## src/rtl/store_data_align_if.sv

```systemverilog
// Store-request and data-memory write port bundle for store_data_align.
// master = EX stage plus memory model side, slave = the alignment unit.
interface store_data_align_if #(
    parameter int ADDR_W = 32
);
    // Handshakes: a store is accepted on a rising clock edge with st_valid & st_ready.
    // A memory beat completes on a rising clock edge with mem_req & mem_ack.
    // mem_req and its payload stay stable until that edge or a timeout.
    logic              st_valid;
    logic              st_ready;
    logic [ADDR_W-1:0] st_addr;
    logic [31:0]       st_data;
    logic [1:0]        st_size;
    logic              mem_req;
    logic [ADDR_W-1:0] mem_addr;
    logic [31:0]       mem_wdata;
    logic [3:0]        mem_wstrb;
    logic              mem_ack;
    logic              st_done;
    logic              st_err;

    modport master (
        output st_valid, st_addr, st_data, st_size, mem_ack,
        input  st_ready, mem_req, mem_addr, mem_wdata, mem_wstrb, st_done, st_err
    );

    modport slave (
        input  st_valid, st_addr, st_data, st_size, mem_ack,
        output st_ready, mem_req, mem_addr, mem_wdata, mem_wstrb, st_done, st_err
    );
endinterface

```

## src/rtl/store_data_align.sv

```systemverilog
// Aligns store data to byte lanes with write strobes and drives a word-addressed write port.
// Define STORE_SPLIT_EN to split lane-spilling stores into two beats; otherwise they abort.
module store_data_align #(
    parameter int ADDR_W   = 32,
    parameter int WAIT_MAX = 255
) (
    input  logic                clk,
    input  logic                rst_n,
    store_data_align_if.slave   bus,
    output logic [2:0]          dbgState
);
    typedef enum logic [2:0] {
        IDLE  = 3'd0,
        BEAT0 = 3'd1,
        BEAT1 = 3'd2,
        DONE  = 3'd3,
        ERR   = 3'd4
    } state_t;

    localparam logic [7:0] WAIT_LAST = 8'(WAIT_MAX - 1);

    state_t      state;
    logic [7:0]  waitCnt;
    logic [31:0] beat1Data;
    logic [3:0]  beat1Strb;

    logic [1:0]  off;
    logic [3:0]  mask;
    logic [7:0]  laneMask;
    logic [63:0] shifted;
    logic        splitAbort;

    always_comb begin
        off = bus.st_addr[1:0];
        unique case (bus.st_size)
            2'b00:   mask = 4'b0001;
            2'b01:   mask = 4'b0011;
            default: mask = 4'b1111;
        endcase
        laneMask = {4'b0000, mask} << off;
        // Upper word holds the bytes that cross into the next memory word.
        shifted  = {32'd0, bus.st_data} << {off, 3'b000};
`ifdef STORE_SPLIT_EN
        splitAbort = 1'b0;
`else
        splitAbort = |laneMask[7:4];
`endif
    end

    assign bus.st_ready = (state == IDLE);
    assign dbgState     = state;

    always_ff @(posedge clk or negedge rst_n) begin
        if (!rst_n) begin
            state         <= IDLE;
            waitCnt       <= 8'd0;
            beat1Data     <= 32'd0;
            beat1Strb     <= 4'd0;
            bus.mem_req   <= 1'b0;
            bus.mem_addr  <= '0;
            bus.mem_wdata <= 32'd0;
            bus.mem_wstrb <= 4'd0;
            bus.st_done   <= 1'b0;
            bus.st_err    <= 1'b0;
        end else begin
            bus.st_done <= 1'b0;
            bus.st_err  <= 1'b0;
            unique case (state)
                IDLE: begin
                    if (bus.st_valid) begin
                        waitCnt   <= 8'd0;
                        beat1Data <= shifted[63:32];
                        beat1Strb <= laneMask[7:4];
                        if (splitAbort) begin
                            state      <= ERR;
                            bus.st_err <= 1'b1;
                        end else begin
                            state         <= BEAT0;
                            bus.mem_req   <= 1'b1;
                            bus.mem_addr  <= {bus.st_addr[ADDR_W-1:2], 2'b00};
                            bus.mem_wdata <= shifted[31:0];
                            bus.mem_wstrb <= laneMask[3:0];
                        end
                    end
                end
                BEAT0, BEAT1: begin
                    if (bus.mem_ack) begin
                        waitCnt <= 8'd0;
                        // mem_req stays high straight into the second beat.
                        if (state == BEAT0 && |beat1Strb) begin
                            state         <= BEAT1;
                            bus.mem_addr  <= bus.mem_addr + ADDR_W'(4);
                            bus.mem_wdata <= beat1Data;
                            bus.mem_wstrb <= beat1Strb;
                        end else begin
                            state       <= DONE;
                            bus.mem_req <= 1'b0;
                            bus.st_done <= 1'b1;
                        end
                    end else if (waitCnt == WAIT_LAST) begin
                        state       <= ERR;
                        bus.mem_req <= 1'b0;
                        bus.st_err  <= 1'b1;
                    end else begin
                        waitCnt <= waitCnt + 8'd1;
                    end
                end
                DONE:    state <= IDLE;
                ERR:     state <= IDLE;
                default: state <= IDLE;
            endcase
        end
    end
endmodule

```

## src/flat_wrapper.sv

```systemverilog
// flat-port wrapper written by rule: the top's interface ports become plain ports
module store_data_align_flat 
#(
    parameter int ADDR_W   = 32,
    parameter int WAIT_MAX = 255
)
  (clk, rst_n, dbgState, bus_st_valid, bus_st_addr, bus_st_data, bus_st_size, bus_mem_ack, bus_st_ready, bus_mem_req, bus_mem_addr, bus_mem_wdata, bus_mem_wstrb, bus_st_done, bus_st_err);
  store_data_align_if #(.ADDR_W(ADDR_W)) bus_i ();
  input  logic clk;
  input  logic rst_n;
  output logic [2:0] dbgState;
  input wire logic [$bits(bus_i.st_valid)-1:0] bus_st_valid;
  input wire logic [$bits(bus_i.st_addr)-1:0] bus_st_addr;
  input wire logic [$bits(bus_i.st_data)-1:0] bus_st_data;
  input wire logic [$bits(bus_i.st_size)-1:0] bus_st_size;
  input wire logic [$bits(bus_i.mem_ack)-1:0] bus_mem_ack;
  output wire logic [$bits(bus_i.st_ready)-1:0] bus_st_ready;
  output wire logic [$bits(bus_i.mem_req)-1:0] bus_mem_req;
  output wire logic [$bits(bus_i.mem_addr)-1:0] bus_mem_addr;
  output wire logic [$bits(bus_i.mem_wdata)-1:0] bus_mem_wdata;
  output wire logic [$bits(bus_i.mem_wstrb)-1:0] bus_mem_wstrb;
  output wire logic [$bits(bus_i.st_done)-1:0] bus_st_done;
  output wire logic [$bits(bus_i.st_err)-1:0] bus_st_err;
  assign bus_i.st_valid = bus_st_valid;
  assign bus_i.st_addr = bus_st_addr;
  assign bus_i.st_data = bus_st_data;
  assign bus_i.st_size = bus_st_size;
  assign bus_i.mem_ack = bus_mem_ack;
  assign bus_st_ready = bus_i.st_ready;
  assign bus_mem_req = bus_i.mem_req;
  assign bus_mem_addr = bus_i.mem_addr;
  assign bus_mem_wdata = bus_i.mem_wdata;
  assign bus_mem_wstrb = bus_i.mem_wstrb;
  assign bus_st_done = bus_i.st_done;
  assign bus_st_err = bus_i.st_err;
  store_data_align #(.ADDR_W(ADDR_W), .WAIT_MAX(WAIT_MAX)) u_core (.clk(clk), .rst_n(rst_n), .bus(bus_i), .dbgState(dbgState));
endmodule
```

## config.mk

```make
export PLATFORM = sky130hd
export DESIGN_NAME = store_data_align_flat
export DESIGN_NICKNAME = d
export VERILOG_FILES = /design/src/rtl/store_data_align_if.sv /design/src/rtl/store_data_align.sv /design/src/flat_wrapper.sv
export SDC_FILE = /design/constraint.sdc
export NUM_CORES = 1
export LEC_CHECK = 0
export ABC_CLOCK_PERIOD_IN_PS = 2300
export CELL_PAD_IN_SITES_DETAIL_PLACEMENT = 0
export CELL_PAD_IN_SITES_GLOBAL_PLACEMENT = 1
export CORE_ASPECT_RATIO = 0.5
export CORE_UTILIZATION = 35
export DETAILED_ROUTE_END_ITERATION = 6
export GPL_TIMING_DRIVEN = 0
export PLACE_DENSITY = 0.84
export SLEW_MARGIN = 30
export SYNTH_ARGS = -nofsm -noshare
export SYNTH_HDL_FRONTEND = slang
export SYNTH_SLANG_ARGS = --single-unit
```

## constraint.sdc

```tcl
create_clock -name clk -period 2.3 [get_ports clk]
set_input_delay 0.345 -clock clk [delete_from_list [all_inputs] [get_ports clk]]
set_output_delay 0.345 -clock clk [all_outputs]
set_load 0.1 [all_outputs]
```

* After elaboration in Yosys (flattened, before gate mapping)
Cells that the tools add are included.
** Word-level totals
- Bits in registers :: 118
- Word-level logic and storage cells :: 77
** Operators by class
- $add $sub $neg :: 2
- Equal/unequal tests :: 11
- Shift-type cells :: 2
- Mux-type cells :: 40
- Reductions and logical operators :: 12
** Operators by type and width (number)
- $mux W32 :: 8
- $pmux W32 S2 :: 2
- $shl A32 B5 Y64 :: 1
- $add A32 B3 Y32 const B :: 1
- $mux W8 :: 3
- $mux W4 :: 4
- $pmux W4 S2 :: 2
- $pmux W8 S2 :: 1
- $mux W1 :: 13
- $mux W3 :: 4
- $reduce_and A5 Y1 :: 2
- $add A8 B1 Y8 const B :: 1
- $eq A8 B8 Y1 const B :: 1
- $reduce_or A4 Y1 :: 2
- $shl A4 B2 Y8 :: 1
- $ne A2 B2 Y1 const B :: 3
- $ne A3 B3 Y1 const B :: 2
- $pmux W3 S2 :: 1
- $pmux W1 S2 :: 2
- $reduce_and A2 Y1 :: 2
- $eq A3 B1 Y1 const B :: 1
- $eq A3 B2 Y1 const B :: 1
- $logic_not A3 Y1 :: 1
- $ne A3 B2 Y1 const B :: 1
- other kinds (7) :: 7

* Depth between registers and ports, before layout
Gate-level depths: netlist of run 1.
- Depth in word-level cells :: 7
- Mapped depth :: 8
- Mapped depth without buffers :: 7

* Worst setup path before layout of run 1
Ideal clock, no wire load.
- Path type :: reg2reg
- Start point :: register u_core.state[0], in the netlist u_core.dbgState[0]
- End point :: register u_core.state[0], in the netlist u_core.dbgState[0]
- Setup time :: 86 ps
- Data arrival time :: 3704 ps
- Slack :: -1491 ps
- Cell stages (with the launch flop) :: 5
- Buffers on the path :: 1
- Cells stage by stage :: dfrtp_1 > buf_6 > nor3_1 > o21ai_0 > a31oi_1
** On the way
- Elaborated cells between the ends (all ways) :: 11
- Those cells by class :: eq/ne (4); mux (3); reduce/logical (4)
** RTL lines
- start: declaration :: RTL line store_data_align.sv:22 : state_t state;
- start signal: assignment :: RTL line store_data_align.sv:55 : state <= IDLE;
- start signal: assignment :: RTL line store_data_align.sv:75 : state <= ERR;
- start signal: assignment :: RTL line store_data_align.sv:78 : state <= BEAT0;
- $logic_not A3 Y1 *
- net bus_st_ready :: RTL line flat_wrapper.sv:17 : output wire logic [$bits(bus_i.st_ready)-1:0] bus_st_ready;
- $ne A2 B2 Y1 (no source line)
- $reduce_and A2 Y1 (no source line)
The timed path passes the listed nets; every way through them passes the cells marked *.
A chain may end at the register's enable or synchronous reset.

* Worst setup path in the final report of run 1
- Start point :: register u_core.bus.mem_addr[9]
- End point :: output bus_mem_addr[9]
** RTL lines
- start: declaration :: RTL line store_data_align_if.sv:29 : output st_ready, mem_req, mem_addr, mem_wdata, mem_wstrb, st_done, st_err
- start signal: assignment :: RTL line store_data_align.sv:80 : bus.mem_addr <= {bus.st_addr[ADDR_W-1:2], 2'b00};
- start signal: assignment :: RTL line store_data_align.sv:92 : bus.mem_addr <= bus.mem_addr + ADDR_W'(4);
- end: declaration :: RTL line flat_wrapper.sv:19 : output wire logic [$bits(bus_i.mem_addr)-1:0] bus_mem_addr;
No word-level cell between the ends.

==> flow_metrics.py, run 1 <==
metrics = {
    "clock_tree": {
        "clock_path_buffers": 2,
        "root_buffer": "clkbuf_16",
        "clkSinkCount": 107,
        "cts_max_level": 3,
        "cts_made_buffers": 9,
        "cts_tree": "yes",
        "clock_latency_ns": 0.35,
        "clkTransAtPathRegs_ns": 0.08,
    },
    "grt": {
        "grt_first_pass_wirelength_mm": 32.0,
        "grt_max_degree": 80,
        "globalRouteOverflowTotal": 0,
        "gr-usage-all-layers_pct": 24.6,
        "antenna_found_initial": 0,
        "grt_pass1_vias": 5732,
    },
    "sta": {
        "maxSlewViolCount": 0,
        "setup_tns_ns": 0,
        "finClkSkew_ns": 0.0112,
        "relSlewSlack_pct": 33.3,
        "max_freq_ghz": 0.441,
        "min_period_over_period_pct": 98.6,
        "fin_crit_ns": 2.27,
        "hold_viol": 0,
        "tightestPinTransition_ns": 0.997,
        "fin_ws_ns": 0.0327,
        "setup_viol_count_final": 0,
    },
    "setup_path": {
        "critical_path.top_delay_family": "buffers and inverters",
        "cp_max_fo": 6,
        "r2r_slack_ns": 0.06,
        "regToRegStartpoint": "u_core.dbgState[0]$_DFFE_PN0P_",
        "crit_required_ns": 1.96,
        "arrival_ns": 1.92,
        "cp_num_buf_inv": 1,
        "crit_cells": 1,
        "reg2reg_depth": 6,
        "cpPeakStageDelay_ns": 1.15,
        "slowest_stage": "clkdlybuf4s50_1",
        "path_class": "flop to primary output",
        "worstSetupStartpointType": "flop",
        "end_kind": "primary output",
        "reg2reg_to": "u_core.bus.mem_wstrb[0]$_DFFE_PN0P_",
        "cp_cell_sequence": "clkdlybuf4s50_1",
    },
    "placement": {
        "place_inst": 1040,
        "gp_congestion": 0.877,
        "port_buffers": 142,
        "place_area_um2": 7590,
        "place_hpwl_mm": 14.7,
        "preCtsSetupSlack_ns": -0.737,
    },
    "routing": {
        "avgRoutedWirePerCell_um": 19.5,
        "antenna_left": 0,
        "viasPerCell": 5.63,
        "via_count": 5967,
        "drtPass1Iterations": 5,
        "drc_errors": 0,
        "first_iter_violations": 512,
        "drt_wl_total_mm": 20.6,
    },
    "die": {
        "start_util_pct": 36.6,
        "die_width_um": 184,
        "core_um2": 15800,
        "dieArea_um2": 17000,
        "num_rows": 32,
        "pin_count": 145,
        "dieHeight_um": 92.8,
    },
    "final_layout": {
        "fillCellCount": 1498,
        "area_growth_pct": 41.2,
        "post_route_cells_drive_above_1_share_pct": 15.3,
        "multi_input_area_um2": 2960,
        "layoutNonFillerInstCount": 1060,
        "regArea_um2": 2710,
        "postLayoutCellArea_um2": 8150,
        "antennaDiodeCount": 0,
        "fin_nets": 907,
    },
    "yosys": {
        "ys_seq_area_share_pct": 46.4,
        "synthArstFlopShare_pct": 100,
        "syn_inst": 675,
        "syn_avg_cell_area_um2": 8.55,
        "synth_area_um2": 5770,
        "synth_top_flop_cell": "dfrtp_1",
        "ys_ff_latch": 107,
        "synth_cell_type_count": 53,
        "yosys_warnings": 0,
        "synth_edf_count": 0,
    },
    "job": {
        "max_cap_violations": 0,
    },
    "min_path": {
        "hold_path.class": "primary input to async pin",
    },
    "outcome": {
        "status": "completed",
    },
}
[worst max path at each step]
stage                     slack, ns                               start                             endpoint
after floorplan               -0.06      u_core.dbgState[1]$_DFFE_PN0P_  u_core.bus.mem_addr[20]$_DFFE_PN0P_
after global placement        -4.18                               rst_n       u_core.dbgState[0]$_DFFE_PN0P_
after detailed placement      -0.74                      bus_st_addr[0]  u_core.bus.mem_wdata[1]$_DFFE_PN0P_
after CTS                    0.0008      u_core.dbgState[1]$_DFFE_PN0P_  u_core.bus.mem_addr[20]$_DFFE_PN0P_
after global routing         -0.006      u_core.dbgState[0]$_DFFE_PN0P_  u_core.bus.mem_addr[31]$_DFFE_PN0P_
final                          0.03  u_core.bus.mem_addr[9]$_DFFE_PN0P_                      bus_mem_addr[9]
[cells by family (layout without fill, tap and decap cells)]
logic type	after synthesis	count (layout)	synth area share, %
AO/OA/AOI/OAI	231	231	24.5
flip-flops	107	107	46.4
multiplexers	25	25	4.59
adder cells (fa/ha/maj)	3	3	0.650
XOR/XNOR	3	3	0.455
AND/OR/NAND/NOR	242	243	18.6
buffers and inverters	63	225	4.79
other	1	2	0.0650
[layout make-up]
type	count	area share [%]
plain buffers	51	3.99
clock inverters	6	0.891
repair buffers	148	18.8
flip-flops and latches	107	33.2
well taps	221	3.39
inverters	10	0.461
clock buffers	10	2.93
multi-input cells	507	36.3
[state kept, by name, indices dropped and copies added, names as in the netlist]
register / flops
u_core.bus.mem_wdata: 32
u_core.bus.mem_addr: 30
u_core.beat1Data: 24
u_core.waitCnt: 8
u_core.bus.mem_wstrb: 4
u_core.beat1Strb: 3
u_core.dbgState: 3
u_core.bus.mem_req: 1
u_core.bus.st_done: 1
u_core.bus.st_err: 1
[synthesized netlist by cell type (9+ instances only)]
cell,number,area [µm²]
inv_1,10,37.5
a21oi_1,55,275
nor2_1,35,131
nand2_1,130,488
mux2i_1,13,130
nand4_1,9,56.3
clkbuf_1,34,128
o22ai_1,15,93.8
mux2_2,12,135
a31o_2,9,78.8
nand3_1,26,130
a22oi_1,15,113
dfrtp_1,107,2680
a2bb2oi_1,9,78.8
o21ai_0,89,445
[stage by stage]
stage | hold WS (ns) | utilization (%)
final | 0.438 | 51.7
after global routing | 0.454 | 51.7
after CTS | 0.439 | 50.6
after detailed placement | 0.213 | 48.1
after global placement | 0.454 | 47.9
after floorplan | 0.0494 | -
[routing by layer]
metal  share of wire, %  up-vias  track usage [%]
met5                  0        -                0
met4               0.27        0             4.24
met3                8.2        2             5.35
met2                 45      244             37.2
met1                 47     2968             36.1
li1                   -     2753                -
[placed cells by master, fill, tap and decap left out, drive strengths merged, types with 5 or more instances in the layout]
| master | count |
|---|---|
| nand2 | 130 |
| clkdlybuf4s50 | 124 |
| dfrtp | 107 |
| o21ai | 89 |
| a21oi | 55 |
| clkbuf | 43 |
| nor2 | 35 |
| nand3 | 26 |
| buf | 24 |
| a22oi | 15 |
| o22ai | 15 |
| mux2i | 13 |
| mux2 | 12 |
| inv | 11 |
| dlymetal6s2s | 10 |
| nand4 | 9 |
| a31o | 9 |
| a2bb2oi | 9 |
| o2111ai | 8 |
| nor3 | 8 |
| nor2b | 6 |
| and3 | 6 |
| dlygate4sd2 | 6 |
| o211ai | 5 |
[what timing repair did]
item / 4_1_cts / 5_1_grt
setup buffers: 2 / 1
hold endpoints to repair: 28 / 0
gates resized for setup: 34 / 55
setup endpoints to repair: 82 / 73
pin swaps: 0 / 1
hold buffers: 1 / 0
cloned: 0 / 2
Power of run 1 is left out: the tool's default activity adds up to more than one toggle a clock period on the data nets, which glitch-free logic cannot reach.
==> inputs of run 2 (changes only) <==
--- a/config.mk
+++ b/config.mk
@@ -12,7 +12,8 @@
 export CORE_UTILIZATION = 35
 export DETAILED_ROUTE_END_ITERATION = 6
 export GPL_TIMING_DRIVEN = 0
-export PLACE_DENSITY = 0.84
+export PLACE_DENSITY_LB_ADDON = 0.2
+export SETUP_SLACK_MARGIN = 0.05
 export SLEW_MARGIN = 30
 export SYNTH_ARGS = -nofsm -noshare
 export SYNTH_HDL_FRONTEND = slang
==> flow_metrics.py, run 2 (synthesis results as in run 1) <==
metrics = {
    "setup_path": {
        "reg2reg_to": "u_core.bus.mem_addr[30]$_DFFE_PN0P_",
        "path_class": "flop to flop",
        "worstSetupStartpointType": "flop",
        "reg2reg_depth": 8,
        "r2r_slack_ns": 0.03,
        "arrival_ns": 2.55,
        "regToRegStartpoint": "u_core.dbgState[0]$_DFFE_PN0P_",
        "cp_cell_sequence": "buf_6 -> or4b_4 -> a221o_1 -> and2_4 -> buf_12 -> buf_12 -> a21oi_4 -> a2bb2oi_2",
        "end_kind": "flop",
        "cp_max_fo": 6,
        "cp_num_buf_inv": 3,
        "critical_path.top_delay_family": "simple AND/OR/NAND/NOR gates",
        "cpMostUsedCell": "buf_12",
        "cpPeakStageDelay_ns": 0.48,
        "slowest_stage": "dfrtp_4",
        "crit_required_ns": 2.58,
    },
    "routing": {
        "drc_errors": 0,
        "antenna_left": 0,
        "drt_wl_total_mm": 21.9,
        "first_iter_violations": 498,
        "via_count": 5928,
        "viasPerCell": 5.56,
        "drtPass1Iterations": 5,
        "avgRoutedWirePerCell_um": 20.5,
    },
    "outcome": {
        "status": "completed",
    },
    "final_layout": {
        "fillCellCount": 1513,
        "most-common-layout-cells": "111 x nand2_1, 92 x clkdlybuf4s50_1, 85 x dfrtp_1",
        "top_regs": "u_core.bus.mem_wdata x32, u_core.bus.mem_addr x30, u_core.beat1Data x24",
        "area_growth_pct": 46.3,
        "antennaDiodeCount": 0,
        "fin_nets": 913,
        "post_route_cells_drive_above_1_share_pct": 19.8,
        "top_register": "u_core.bus.mem_wdata",
        "layoutNonFillerInstCount": 1066,
        "largest_register_ffs": 32,
        "final_common_cell": "nand2_1",
    },
    "sta": {
        "rsz0062_at_grt": "yes",
        "setup_viol_count_final": 0,
        "max_freq_ghz": 0.440,
        "finClkSkew_ns": 0.0138,
        "fin_crit_ns": 2.27,
        "relSlewSlack_pct": 32.7,
        "maxSlewViolCount": 0,
        "hold_viol": 0,
        "tightestPinTransition_ns": 1.01,
        "min_period_over_period_pct": 98.8,
    },
    "clock_tree": {
        "cts_made_buffers": 9,
        "root_buffer": "clkbuf_16",
        "clock_latency_ns": 0.36,
        "cts_tree": "yes",
        "clkSinkCount": 107,
        "clock_path_buffers": 2,
        "clkTransAtPathRegs_ns": 0.09,
        "cts_max_level": 3,
    },
    "placement": {
        "gp_congestion": 0.865,
        "port_buffers": 142,
        "place_inst": 1040,
        "place_hpwl_mm": 15.2,
    },
    "die": {
        "dieArea_um2": 17000,
        "pin_count": 145,
        "die_width_um": 184,
        "dieHeight_um": 92.8,
        "num_rows": 32,
        "start_util_pct": 36.6,
        "core_um2": 15800,
    },
    "min_path": {
        "hold_path.class": "primary input to async pin",
    },
    "grt": {
        "gr-usage-all-layers_pct": 26.3,
        "globalRouteOverflowTotal": 0,
        "grt_first_pass_wirelength_mm": 33.7,
        "grt_max_degree": 82,
        "antenna_found_initial": 0,
        "grt_pass1_vias": 5719,
    },
    "job": {
        "max_cap_violations": 0,
    },
}
-- run 2: changes by cell type in the layout (fill, tap and decap cells not counted), sizes merged, moves of 2 or more --
cell	before	now
inv	11	13
buf	24	31
dlygate4sd2	6	25
dlymetal6s2s	10	22
clkdlybuf4s50	124	92
-- run 2: through the flow --
step	instance area, µm²	TNS (ns)	hold slack (ns)	worst slack, ns	util [%]
floorplan	5900	-1.14	0.0494	-0.0497	-
global placement	7600	-420.94	0.454	-4.34	48.2
detailed placement	7630	-30.28	0.214	-0.629	48.4
CTS	8230	-0.0173	0.431	-0.0167	52.2
global route	8450	-0.120	0.438	-0.0314	53.6
finish	8450	0	0.423	0.0269	53.6
-- run 2: what timing repair did --
item                       in CTS  in global routing
hold endpoints to repair       26                  0
setup endpoints to repair      99                 96
gates cloned                    5                  0
pin swaps                      18                  8
hold buffers                    1                  0
resized for setup             104                 74
setup buffers                   6                  1
-- run 2: worst max-delay path by stage --
| stage | startpoint | end | cells after the start |
|---|---|---|---|
| 3_5_place_dp | bus_st_addr[0] | u_core.bus.mem_wdata[30]$_DFFE_PN0P_ | 6 |
| 3_3_place_gp | rst_n | u_core.dbgState[1]$_DFFE_PN0P_ | 1 |
| 5_1_grt | u_core.dbgState[0]$_DFFE_PN0P_ | u_core.bus.mem_addr[25]$_DFFE_PN0P_ | 8 |
| 6_report | u_core.dbgState[0]$_DFFE_PN0P_ | u_core.bus.mem_addr[30]$_DFFE_PN0P_ | 8 |
| 4_1_cts | u_core.dbgState[0]$_DFFE_PN0P_ | u_core.bus.mem_addr[30]$_DFFE_PN0P_ | 8 |
| 2_1_floorplan | u_core.dbgState[1]$_DFFE_PN0P_ | u_core.bus.mem_addr[19]$_DFFE_PN0P_ | 8 |
-- run 2: final cells by class --
| type | instances | area [µm²] | share of cell area, % |
|---|---|---|---|
| Timing Repair Buffer | 155 | 1630 | 19.3 |
| Clock buffer | 10 | 229 | 2.71 |
| Buffer | 51 | 385 | 4.56 |
| Tap cell | 221 | 277 | 3.27 |
| Multi-Input combinational cell | 506 | 3110 | 36.8 |
| Inverter | 10 | 37.5 | 0.444 |
| Sequential cell | 107 | 2710 | 32.1 |
| Clock inverter | 6 | 70.1 | 0.829 |
-- run 2: metal layers --
layer	track usage, %	part of all wire (%)	up-vias
met1	38.8	48	2906
li1	-	-	2765
met4	4.51	0.70	0
met5	0	0	-
met3	5.23	7.4	19
met2	39.8	44	238
Power of run 2 is left out for the same reason.
==> inputs of run 3 (changes only) <==
--- a/config.mk
+++ b/config.mk
@@ -5,10 +5,9 @@
 export SDC_FILE = /design/constraint.sdc
 export NUM_CORES = 1
 export LEC_CHECK = 0
-export ABC_CLOCK_PERIOD_IN_PS = 2300
+export ABC_CLOCK_PERIOD_IN_PS = 2400
 export CELL_PAD_IN_SITES_DETAIL_PLACEMENT = 0
 export CELL_PAD_IN_SITES_GLOBAL_PLACEMENT = 1
-export CORE_ASPECT_RATIO = 0.5
 export CORE_UTILIZATION = 35
 export DETAILED_ROUTE_END_ITERATION = 6
 export GPL_TIMING_DRIVEN = 0
@@ -18,3 +17,4 @@
 export SYNTH_ARGS = -nofsm -noshare
 export SYNTH_HDL_FRONTEND = slang
 export SYNTH_SLANG_ARGS = --single-unit
+export TNS_END_PERCENT = 10
==> constraint.sdc (replaced) <==
create_clock -name clk -period 2.4 [get_ports clk]
set_input_delay 0.36 -clock clk [delete_from_list [all_inputs] [get_ports clk]]
set_output_delay 0.36 -clock clk [all_outputs]
set_load 0.1 [all_outputs]
==> flow_metrics.py, run 3 (synthesis results as in run 1) <==
metrics = {
    "sta": {
        "finClkSkew_ns": 0.00631,
        "fin_crit_ns": 2.36,
        "relSlewSlack_pct": 31.3,
        "hold_viol": 0,
        "fin_ws_ns": 0.0421,
        "max_freq_ghz": 0.424,
        "tightestPinTransition_ns": 1.03,
        "min_period_over_period_pct": 98.2,
        "setup_viol_count_final": 0,
        "maxSlewViolCount": 0,
        "setup_tns_ns": 0,
        "rsz0062_at_grt": "yes",
    },
    "final_layout": {
        "largest_register_ffs": 32,
        "antennaDiodeCount": 0,
        "top_regs": "u_core.bus.mem_wdata x32, u_core.bus.mem_addr x30, u_core.beat1Data x24",
        "fin_nets": 904,
        "top_register": "u_core.bus.mem_wdata",
        "post_route_cells_drive_above_1_share_pct": 13.2,
        "postLayoutCellArea_um2": 8010,
        "area_growth_pct": 38.7,
        "most-common-layout-cells": "129 x nand2_1, 129 x clkdlybuf4s50_1, 94 x dfrtp_1",
        "layoutNonFillerInstCount": 1052,
    },
    "setup_path": {
        "slowest_stage": "or4b_4",
        "cpMostUsedCell": "buf_6",
        "critical_path.top_delay_family": "simple AND/OR/NAND/NOR gates",
        "arrival_ns": 2.61,
        "worstSetupStartpointType": "flop",
        "crit_required_ns": 2.65,
        "path_class": "flop to flop",
        "cpPeakStageDelay_ns": 0.53,
        "cp_max_fo": 10,
        "cp_num_buf_inv": 3,
        "cp_cell_sequence": "buf_6 -> or4b_4 -> a221o_1 -> and2_1 -> buf_6 -> buf_12 -> o41ai_2",
        "end_kind": "flop",
    },
    "die": {
        "die_width_um": 130,
        "num_rows": 46,
        "dieArea_um2": 17000,
        "start_util_pct": 36.1,
        "core_um2": 16000,
        "pin_count": 145,
        "dieHeight_um": 130,
    },
    "placement": {
        "place_inst": 1035,
        "place_area_um2": 7540,
        "port_buffers": 142,
        "place_hpwl_mm": 14.8,
        "gp_congestion": 0.875,
        "preCtsSetupSlack_ns": -0.537,
    },
    "clock_tree": {
        "clkTransAtPathRegs_ns": 0.07,
        "cts_made_buffers": 9,
        "cts_max_level": 3,
        "clock_path_buffers": 2,
        "root_buffer": "clkbuf_16",
        "cts_tree": "yes",
        "postCtsSetupBuffers": 0,
        "clkSinkCount": 107,
        "clock_latency_ns": 0.35,
    },
    "job": {
        "max_cap_violations": 0,
    },
    "routing": {
        "antenna_left": 0,
        "viasPerCell": 5.50,
        "avgRoutedWirePerCell_um": 19.1,
        "drc_errors": 0,
        "first_iter_violations": 455,
        "via_count": 5781,
        "drtPass1Iterations": 5,
        "drt_wl_total_mm": 20.1,
    },
    "grt": {
        "globalRouteOverflowTotal": 0,
        "antenna_found_initial": 0,
        "gr-usage-all-layers_pct": 23.9,
        "grt_first_pass_wirelength_mm": 30.6,
        "grt_max_degree": 70,
        "grt_pass1_vias": 5499,
    },
    "min_path": {
        "hold_path.class": "primary input to async pin",
    },
    "outcome": {
        "status": "completed",
    },
}
run 3: cell types whose count changed in the layout (fill, tap and decap cells not counted), moves of 12 or more:
cell             previous run  this run
o21ai_1                    12         0
nand2_1                   111       129
dlymetal6s2s_1             22         5
nand2_2                    14         1
clkdlybuf4s50_1            92       129
dlygate4sd2_1              25         6
o21ai_0                    71        89
run 3: final timing paths:
check	from	to	slack, ns	cells past startpoint
min	rst_n	u_core.bus.mem_addr[18]$_DFFE_PN0P_	0.47	2
max reg2reg	u_core.dbgState[0]$_DFFE_PN0P_	u_core.bus.mem_wstrb[3]$_DFFE_PN0P_	0.04	7
min in group clk	u_core.bus.mem_wdata[31]$_DFFE_PN0P_	u_core.bus.mem_wdata[31]$_DFFE_PN0P_	0.47	2
min reg2reg	u_core.bus.mem_wdata[31]$_DFFE_PN0P_	u_core.bus.mem_wdata[31]$_DFFE_PN0P_	0.47	2
max in group asynchronous	rst_n	u_core.dbgState[1]$_DFFE_PN0P_	1.22	3
max	u_core.dbgState[0]$_DFFE_PN0P_	u_core.bus.mem_wstrb[3]$_DFFE_PN0P_	0.04	7
run 3: timing repair:
item / 4_1_cts / 5_1_grt
hold buffers: 1 / 0
endpoints found under the hold margin: 38 / 0
pin swaps: 1 / 1
resized for setup: 28 / 44
gates cloned: 0 / 0
setup endpoints to repair: 78 / 71
run 3: layout make-up:
cell class | count | area [µm²]
Clock inverter | 5 | 52.6
Timing Repair Buffer | 144 | 1470
Inverter | 10 | 37.5
Fill cell | 1566 | 7990
Tap cell | 216 | 270
Clock buffer | 11 | 243
Multi-Input combinational cell | 506 | 2940
Buffer | 53 | 299
Sequential cell | 107 | 2700
run 3: layer usage:
metal / vias to the layer above / part of all wire, % / global-route usage [%]
met3: 17 / 6.2 / 3.75
met5: - / 0 / 0
li1: 2741 / - / -
met2: 206 / 45 / 36.7
met1: 2817 / 47 / 35.2
met4: 0 / 1.3 / 6.29
run 3: metrics by stage:
stage                     util (%)  hold slack, ns
after floorplan                  -          0.0644
after global placement        46.9           0.456
after detailed placement      47.1           0.256
after CTS                     49.2           0.471
after global routing          50.1           0.493
final                         50.1           0.468
Power of run 3 is left out for the same reason.
